[config.mk]
export PLATFORM = sky130hd
export DESIGN_NAME = unsigned_16by8_seq_div
export DESIGN_NICKNAME = d
export VERILOG_FILES = /design/src/rtl/unsigned_div_pkg.sv /design/src/rtl/div_restoring_step.sv /design/src/rtl/unsigned_16by8_seq_div.sv
export SDC_FILE = /design/constraint.sdc
export NUM_CORES = 1
export LEC_CHECK = 0
export CAP_MARGIN = 20
export CORE_ASPECT_RATIO = 0.7
export CORE_UTILIZATION = 40
export CTS_CLUSTER_SIZE = 30
export DETAILED_ROUTE_END_ITERATION = 16
export HOLD_SLACK_MARGIN = 0.05
export SYNTH_ARGS = -nofsm -noshare
export SYNTH_HDL_FRONTEND = slang
export SYNTH_SLANG_ARGS = --single-unit
[constraint.sdc]
create_clock -name clk -period 3.8 [get_ports clk]
set_input_delay 0.38 -clock clk [delete_from_list [all_inputs] [get_ports clk]]
set_output_delay 0.38 -clock clk [all_outputs]
set_load 0.02 [all_outputs]
[src/rtl/unsigned_div_pkg.sv]
// Shared types and constants for the unsigned 16-by-8 sequential divider.
// Holds the FSM state encoding, default operand widths, iteration counts
// for exact and truncated modes, and the divide-by-zero quotient pattern.
package unsigned_div_pkg;

  typedef enum logic [1:0] {
    IDLE = 2'd0,
    BUSY = 2'd1,
    DONE = 2'd2
  } state_t;

  localparam int DEF_DW = 16;
  localparam int DEF_VW = 8;

  // One quotient bit per iteration; truncated mode skips the two dividend LSBs
  localparam int ITER_EXACT = 16;
  localparam int ITER_TRUNC = 14;

  localparam logic [DEF_DW-1:0] DBZ_QUOT = 16'hFFFF;

endpackage

[src/rtl/div_restoring_step.sv]
// One restoring-division step: shift the next dividend bit into the partial
// remainder, subtract the divisor when it fits, and report the quotient bit.
// Purely combinational, zero latency, no handshake.
module div_restoring_step #(
  parameter int VW = 8
) (
  input  logic [VW-1:0] rem_in,
  input  logic          bit_in,
  input  logic [VW-1:0] divisor,
  output logic [VW-1:0] rem_out,
  output logic          qbit
);

  logic [VW:0] rem9;
  logic [VW:0] diff;

  // Trial subtraction on the widened remainder; restore when it would go negative
  always_comb begin
    rem9    = {rem_in, bit_in};
    diff    = rem9 - {1'b0, divisor};
    qbit    = 1'b0;
    rem_out = rem9[VW-1:0];
    if (rem9 >= {1'b0, divisor}) begin
      qbit    = 1'b1;
      // rem_in < divisor, so the difference is always below the divisor and fits VW bits
      rem_out = diff[VW-1:0];
    end
  end

endmodule

[src/rtl/unsigned_16by8_seq_div.sv]
// Sequential unsigned 16/8 restoring divider, one quotient bit per cycle.
// Latency: 16 cycles accept-to-result (14 with UNSIGNED_DIV_TRUNC_LSB_EN), 1 cycle for divide-by-zero.
// Backpressure: result held in DONE until out_ready; in_ready low until the result is taken.
module unsigned_16by8_seq_div
  import unsigned_div_pkg::*;
#(
  parameter int DW = DEF_DW,
  parameter int VW = DEF_VW
) (
  input  logic          clk,
  input  logic          rst,
  input  logic          in_valid,
  output logic          in_ready,
  input  logic [DW-1:0] z,
  input  logic [VW-1:0] y,
  output logic          out_valid,
  input  logic          out_ready,
  output logic [DW-1:0] q,
  output logic [VW-1:0] r,
  output logic          dbz
);

  localparam int CW = $clog2(DW + 1);

`ifdef UNSIGNED_DIV_TRUNC_LSB_EN
  localparam int ITERS = ITER_TRUNC;
`else
  localparam int ITERS = ITER_EXACT;
`endif

  state_t        state;
  logic [DW-1:0] dvd;
  logic [VW-1:0] dvs;
  logic [CW-1:0] cnt;
  logic [VW-1:0] step_rem;
  logic          step_q;

  // r doubles as the partial remainder while BUSY; it is only qualified once out_valid rises
  div_restoring_step #(.VW(VW)) u_step (
    .rem_in  (r),
    .bit_in  (dvd[DW-1]),
    .divisor (dvs),
    .rem_out (step_rem),
    .qbit    (step_q)
  );

  // Control FSM with registered handshake outputs and the datapath registers
  always_ff @(posedge clk or posedge rst) begin
    if (rst) begin
      state     <= IDLE;
      in_ready  <= 1'b1;
      out_valid <= 1'b0;
      q         <= '0;
      r         <= '0;
      dbz       <= 1'b0;
      dvd       <= '0;
      dvs       <= '0;
      cnt       <= '0;
    end else begin
      case (state)
        IDLE: begin
          if (in_valid) begin
            dvd      <= z;
            dvs      <= y;
            q        <= '0;
            r        <= '0;
            dbz      <= 1'b0;
            cnt      <= CW'(ITERS);
            in_ready <= 1'b0;
            if (y == '0) begin
              q     <= DW'(DBZ_QUOT);
              r     <= z[VW-1:0];
              dbz   <= 1'b1;
              state <= DONE;
            end else begin
              state <= BUSY;
            end
          end
        end
        BUSY: begin
          dvd <= dvd << 1;
          q   <= {q[DW-2:0], step_q};
          r   <= step_rem;
          cnt <= cnt - CW'(1);
          if (cnt == CW'(1)) begin
`ifdef UNSIGNED_DIV_TRUNC_LSB_EN
            // Only the upper dividend bits were divided; restore the quotient's weight
            q <= {q[DW-4:0], step_q, 2'b00};
`endif
            out_valid <= 1'b1;
            state     <= DONE;
          end
        end
        DONE: begin
          // Divide-by-zero enters here with out_valid low and raises it one cycle later
          if (!out_valid) begin
            out_valid <= 1'b1;
          end else if (out_ready) begin
            out_valid <= 1'b0;
            in_ready  <= 1'b1;
            state     <= IDLE;
          end
        end
        default: begin
          state     <= IDLE;
          in_ready  <= 1'b1;
          out_valid <= 1'b0;
        end
      endcase
    end
  end

endmodule

# Yosys cells after proc, flatten, opt, wreduce, memory -nomap -nowiden
# Cells that the tools add are included.
[totals] reg_bits=58 in_bits=28 out_inout_bits=27 elab_cells=56
[op_classes] addsub=2 order_cmp=1 eq_ne=7 muxes=27 bitwise=2 n_reduce_logical=8
[ops] operator="16-bit one-hot mux with 2 select lines" n=2
[ops] operator="16-bit 2-to-1 mux" n=3
[ops] operator="8-bit 2-to-1 mux" n=3
[ops] operator="8-bit one-hot mux with 2 select lines" n=1
[ops] operator="2-bit 2-to-1 mux" n=5
[ops] operator="5-bit one-hot mux with 2 select lines" n=1
[ops] operator="9-bit by 8-bit >= comparator with 1-bit output" n=1
[ops] operator="8-bit logical NOT" n=1
[ops] operator="1-bit 2-to-1 mux" n=8
[ops] operator="2-bit inequality test, second input constant" n=4
[ops] operator="4-bit AND reduction" n=2
[ops] operator="8-bit subtractor" n=1
[ops] operator="1-bit one-hot mux with 3 select lines" n=2
[ops] operator="2-bit one-hot mux with 3 select lines" n=1
[ops] operator="2-bit AND reduction" n=3
[ops] operator="5-bit by 1-bit == test with 1-bit output, second input constant" n=1
[ops] operator="5-bit 2-to-1 mux" n=1
[ops] operator="5-bit by 1-bit subtractor with 5-bit output, second input constant" n=1
[ops] operator="2-bit by 1-bit == test with 1-bit output, second input constant" n=1
[ops] operator="2-bit == test, second input constant" n=1
[ops] operator="2-bit logical NOT" n=1
[ops] operator="1-bit inverter" n=2
[ops] operator="2-bit nonzero test" n=1

# Longest topological paths before layout
[logic_depth] depth_word=4 mapped_depth=9 mapped_depth_nobuf=8

# Cells and area by module
# Synthesis repeated with hierarchy kept, for this count alone.
[hier_totals] hier_cells=328 area_unflattened_um2=3198.1
[modules_own_cells] mod="unsigned_16by8_seq_div" n_inst=1 cells_per_inst=262 area_each_um2=2658.8 seq_area_each_um2=1452.6
[modules_own_cells] mod="div_restoring_step" n_inst=1 cells_per_inst=66 area_each_um2=539.3 seq_area_each_um2=0.0

# Worst setup path before layout
# Ideal clock, no wire load.
[synth_path] path_kind="register to register" from="register r[5]" to="register r[2]" setup_time_ns=0.127 t_arrival_ns=2.011 required_time_ns=3.673 slack_ns=1.662 path_stages_with_launch=9 n_path_buf=2 period_less_slack_ns=2.138 cell_sequence="dfrtp_1 ha_1 clkbuf_1 a21oi_1 o221ai_1 a31oi_1 buf_2 mux2i_1 o22ai_1"
[synth_via] elab_chain_len=3
[synth_rtl] item="start, declared" line_no="unsigned_16by8_seq_div.sv:19" text="output logic [VW-1:0] r,"
[synth_rtl] item="start signal, assigned" line_no="unsigned_16by8_seq_div.sv:72" text="r <= z[VW-1:0];"
[synth_rtl] item="start signal, assigned" line_no="unsigned_16by8_seq_div.sv:83" text="r <= step_rem;"
[synth_rtl] item="9-bit by 8-bit >= comparator with 1-bit output" line_no="div_restoring_step.sv:23" text="if (rem9 >= {1'b0, divisor}) begin"
[synth_rtl] item="8-bit 2-to-1 mux" line_no="div_restoring_step.sv:23"
[synth_rtl] item="8-bit one-hot mux with 2 select lines" line_no="unsigned_16by8_seq_div.sv:60" text="case (state)"
# Every way passes these cells.
# A chain may end at the register's enable or synchronous reset.

# Worst setup path in the final report
[layout_path] from="register state[1]" to="register cnt[4]"
[layout_via] elab_chain_len=3 word_cells_on_any_way=6 cone_classes="eq/ne: 2; mux: 1; reduce/logical: 3"
[layout_rtl] item="start, declared" line_no="unsigned_16by8_seq_div.sv:31" text="state_t state;"
[layout_rtl] item="start signal, assigned" line_no="unsigned_16by8_seq_div.sv:50" text="state <= IDLE;"
[layout_rtl] item="start signal, assigned" line_no="unsigned_16by8_seq_div.sv:74" text="state <= DONE;"
[layout_rtl] item="start signal, assigned" line_no="unsigned_16by8_seq_div.sv:76" text="state <= BUSY;"
[layout_rtl] item="2-bit by 1-bit == test with 1-bit output or 2-bit logical NOT (tied branches)" line_no="unsigned_16by8_seq_div.sv:60"
[layout_rtl] item="2-bit nonzero test (no source line) or 2-bit inequality test (tied branches)"
[layout_rtl] item="2-bit AND reduction (no source line)"
[layout_rtl] item="end signal, assigned" line_no="unsigned_16by8_seq_div.sv:68" text="cnt <= CW'(ITERS);"
[layout_rtl] item="end signal, assigned" line_no="unsigned_16by8_seq_div.sv:84" text="cnt <= cnt - CW'(1);"
[layout_rtl] item="end, declared" line_no="unsigned_16by8_seq_div.sv:34" text="logic [CW-1:0] cnt;"
# Several ways; a longest one is shown, not always the timed one.

==> results.json <==
{
  "powerDensity_nw_per_um2": 941,
  "seqPwrFrac_pct": 26.2,
  "synth.top_cell.area_share_pct": 45.1,
  "crit_start": "state[1]",
  "initial_core_util_pct": 42.3,
  "maxCapViolations": 0,
  "holdCritPathClass": "register to register",
  "top_layer_used": "met4",
  "grt_overflow": 0,
  "vdd_drop_max_v": 0.000533,
  "hold_path.startpoint": "dvd[8]",
  "synth-seq-area-share_pct": 45.9,
  "wl_um": 7340,
  "period_minus_slack_ns": 2.35,
  "die_area_um2": 8270,
  "vias": 2586,
  "max_stage_delay_ns": 0.62,
  "combPwrFrac_pct": 50.1,
  "final_cell_area_um2": 4150,
  "cts_tree": "yes",
  "finalSetupViolCount": 0,
  "area_growth_pct": 31.2,
  "max-slew-margin-rel_pct": 47.8,
  "synth_nets": 384,
  "p_leak_nw": 1.76,
  "mostFrequentLayoutCells": "57 x dfrtp_1, 54 x clkdlybuf4s50_1, 47 x o21ai_0",
  "routabilityCongestion": 0.849,
  "cts_hold_buf": 0,
  "hold_slack_ns": 0.480,
  "wl_met1_um": 3780,
  "switchingPower_w": 0.00156,
  "whs_endpoint": "dvd[8]",
  "critPathSlowestCell": "ha_2",
  "antenna_found_initial": 0,
  "diodes": 0,
  "ant_nets": 0,
  "syn-cell-area_um2": 3160,
  "final_common_cell": "dfrtp_1",
  "die_h_um": 76.4,
  "drc_errors": 0,
  "insertion_delay_ns": 0.32,
  "layout-drive-gt1-share_pct": 11.1,
  "clock_sink_count": 58,
  "cts-root-buf": "clkbuf_16",
  "cts.repair.resized": 0,
  "hold_depth": 2,
  "fin_ws_ns": 1.45,
  "grt_usage_pct": 19.4,
  "critPathLaunchType": "register",
  "path_max_fanout": 28,
  "yosysUniqueCellTypes": 43,
  "clock_power_share_pct": 23.7,
  "cts_setup_buffers": 0,
  "grt_max_degree": 37,
  "place_ws_ns": 1.37,
  "io_buffers": 54,
  "rsz0062_at_grt": "no",
  "routedWlPerCell_um": 14.8,
  "cp_cell_sequence": "inv_1 -> ha_2 -> mux2_2 -> nand2_1 -> nor3_1 -> xnor2_1 -> o21ai_0",
  "hpwl_um": 5190,
  "grt_pass1_vias": 2516,
  "worstPathArrival_ns": 2.53,
  "synth_seq_cells": 58,
  "grt_pass1_wl_um": 12500,
  "core_um2": 7480,
  "critPathKind": "register to register",
  "numCtsBuffers": 9,
  "yosys-top-cells-area": "dfrtp_1 45%, o21ai_0 7.4%, nand2_1 5.5%",
  "worst-r2r-setup-slack_ns": 1.45,
  "clkTransAtPathRegs_ns": 0.05,
  "synth_top_cell_by_area": "dfrtp_1",
  "post_dp_cell_area_um2": 3810,
  "fin_util_pct": 55.5,
  "met2WireLength_um": 3100,
  "drt-initial-drc-count": 142,
  "p_sw_share_pct": 39.9,
  "routed_via_density": 5.21,
  "wl_met3_um": 396,
  "tns_ns": 0,
  "p_int_w": 0.00235,
  "die_w_um": 108,
  "r2r_start": "state[1]",
  "status": "finished, final reports clean",
  "r2r-end": "cnt[4]",
  "io_pins": 55,
  "drtPass1Iterations": 4,
  "max-clock-path-buffers": 2,
  "synthCells": 342,
  "finClkSkew_ns": 0.00613,
  "htree_levels": 3,
  "slew_viol_final": 0,
  "num_rows": 26,
  "rr_worst_depth": 7,
  "hold_violations": 0,
  "worst_setup_path_end_kind": "register",
  "synth.avg_cell_area_um2": 9.25,
  "fin_crit_sh_pct": 61.9,
  "worst_slew_pin_slew_ns": 0.782,
  "ys_warn_count": 0,
  "clock.fmax_mhz": 425,
  "finalNetCount": 435,
  "required_ns": 3.97
}
[critical path, delay by kind of cell, from the launching register on]
kind / cells / cell delay (ns)
mux: 1 / 0.54
simple gates: 2 / 0.34
compound gates: 1 / 0.09
fa+ha+maj: 1 / 0.62
buf+inv: 1 / 0.08
xor+xnor: 1 / 0.14
flops: 1 / 0.39
[power by group through the flow]
stage	Clock (W)	Sequential (W)	Combinational, W
after global routing	0.000971	0.00106	0.00219
after global placement	0	0.00103	0.00192
after detailed placement	0	0.00103	0.00196
after floorplan	0	0.00106	0.00140
final	0.000925	0.00102	0.00196
after CTS	0.000941	0.00102	0.00197
[cells by family (layout without fill, tap and decap cells)]
family / after synthesis / in the layout / synth area share [%]
adder cells (fa/ha/maj): 14 / 14 / 5.78
multiplexers: 27 / 27 / 8.98
flip-flops: 58 / 58 / 45.9
AND/OR/NAND/NOR: 94 / 94 / 13.8
AO/OA/AOI/OAI: 105 / 105 / 19.0
XOR/XNOR: 7 / 7 / 1.94
buffers and inverters: 37 / 93 / 4.51
[cell type report]
| class | instances | area [um2] |
|---|---|---|
| Tap cell | 98 | 123 |
| Clock inverter | 7 | 116 |
| Timing Repair Buffer | 60 | 586 |
| Multi-Input combinational cell | 247 | 1580 |
| Sequential cell | 58 | 1450 |
| Clock buffer | 9 | 225 |
| Inverter | 17 | 63.8 |
| Fill cell | 689 | 3330 |
[stage by stage]
step | std cells | power (W)
floorplan | 342 | 0.00246
global placement | 480 | 0.00295
detailed placement | 480 | 0.00299
CTS | 496 | 0.00393
global route | 496 | 0.00422
finish | 496 | 0.00390
[routing by layer]
layer  vias to the layer above  global-route usage, %
li1                       1302                      -
met1                      1222                   29.4
met2                        54                   27.0
met3                         8                   5.82
met4                         0                   4.05
met5                         -                      0
[state kept, by name, summed over array words and instances, names as in the netlist]
| register | count |
|---|---|
| cnt | 5 |
| dbz | 1 |
| dvd | 16 |
| dvs | 8 |
| in_ready | 1 |
| out_valid | 1 |
| q | 16 |
| r | 8 |
| state | 2 |
[synth_stat cells]
library cell / number
o21bai_1: 1
clkbuf_1: 15
o31ai_1: 3
nor4b_1: 1
o311a_1: 1
nor3b_1: 1
a31oi_1: 3
a211o_1: 1
buf_1: 2
o22ai_1: 5
mux2i_1: 16
nor2_1: 21
fa_1: 1
or2_2: 3
nor3_4: 1
a211oi_1: 3
o21ai_0: 47
buf_2: 3
ha_1: 13
nor4_1: 1
and2_1: 1
nand3_1: 4
inv_1: 17
a21boi_0: 2
xor2_1: 2
dfstp_2: 1
a22o_1: 1
o2111ai_1: 1
and3_1: 1
a21o_1: 1
a221oi_2: 1
a21oi_1: 31
o31a_1: 1
xnor2_1: 5
nor3_1: 1
dfrtp_1: 57
mux2_2: 11
nand2b_1: 2
or4_4: 2
nor2b_1: 9
a41oi_1: 1
o221ai_1: 2
nand2_1: 46
[worst max path at each step]
stage	endpoint	slack, ns
after global routing	cnt[4]	1.22
after detailed placement	r[5]	1.37
after CTS	cnt[4]	1.44
final	cnt[4]	1.45
after floorplan	r[2]	1.66
after global placement	r[5]	1.43
(Power assumes the default switching activity.)
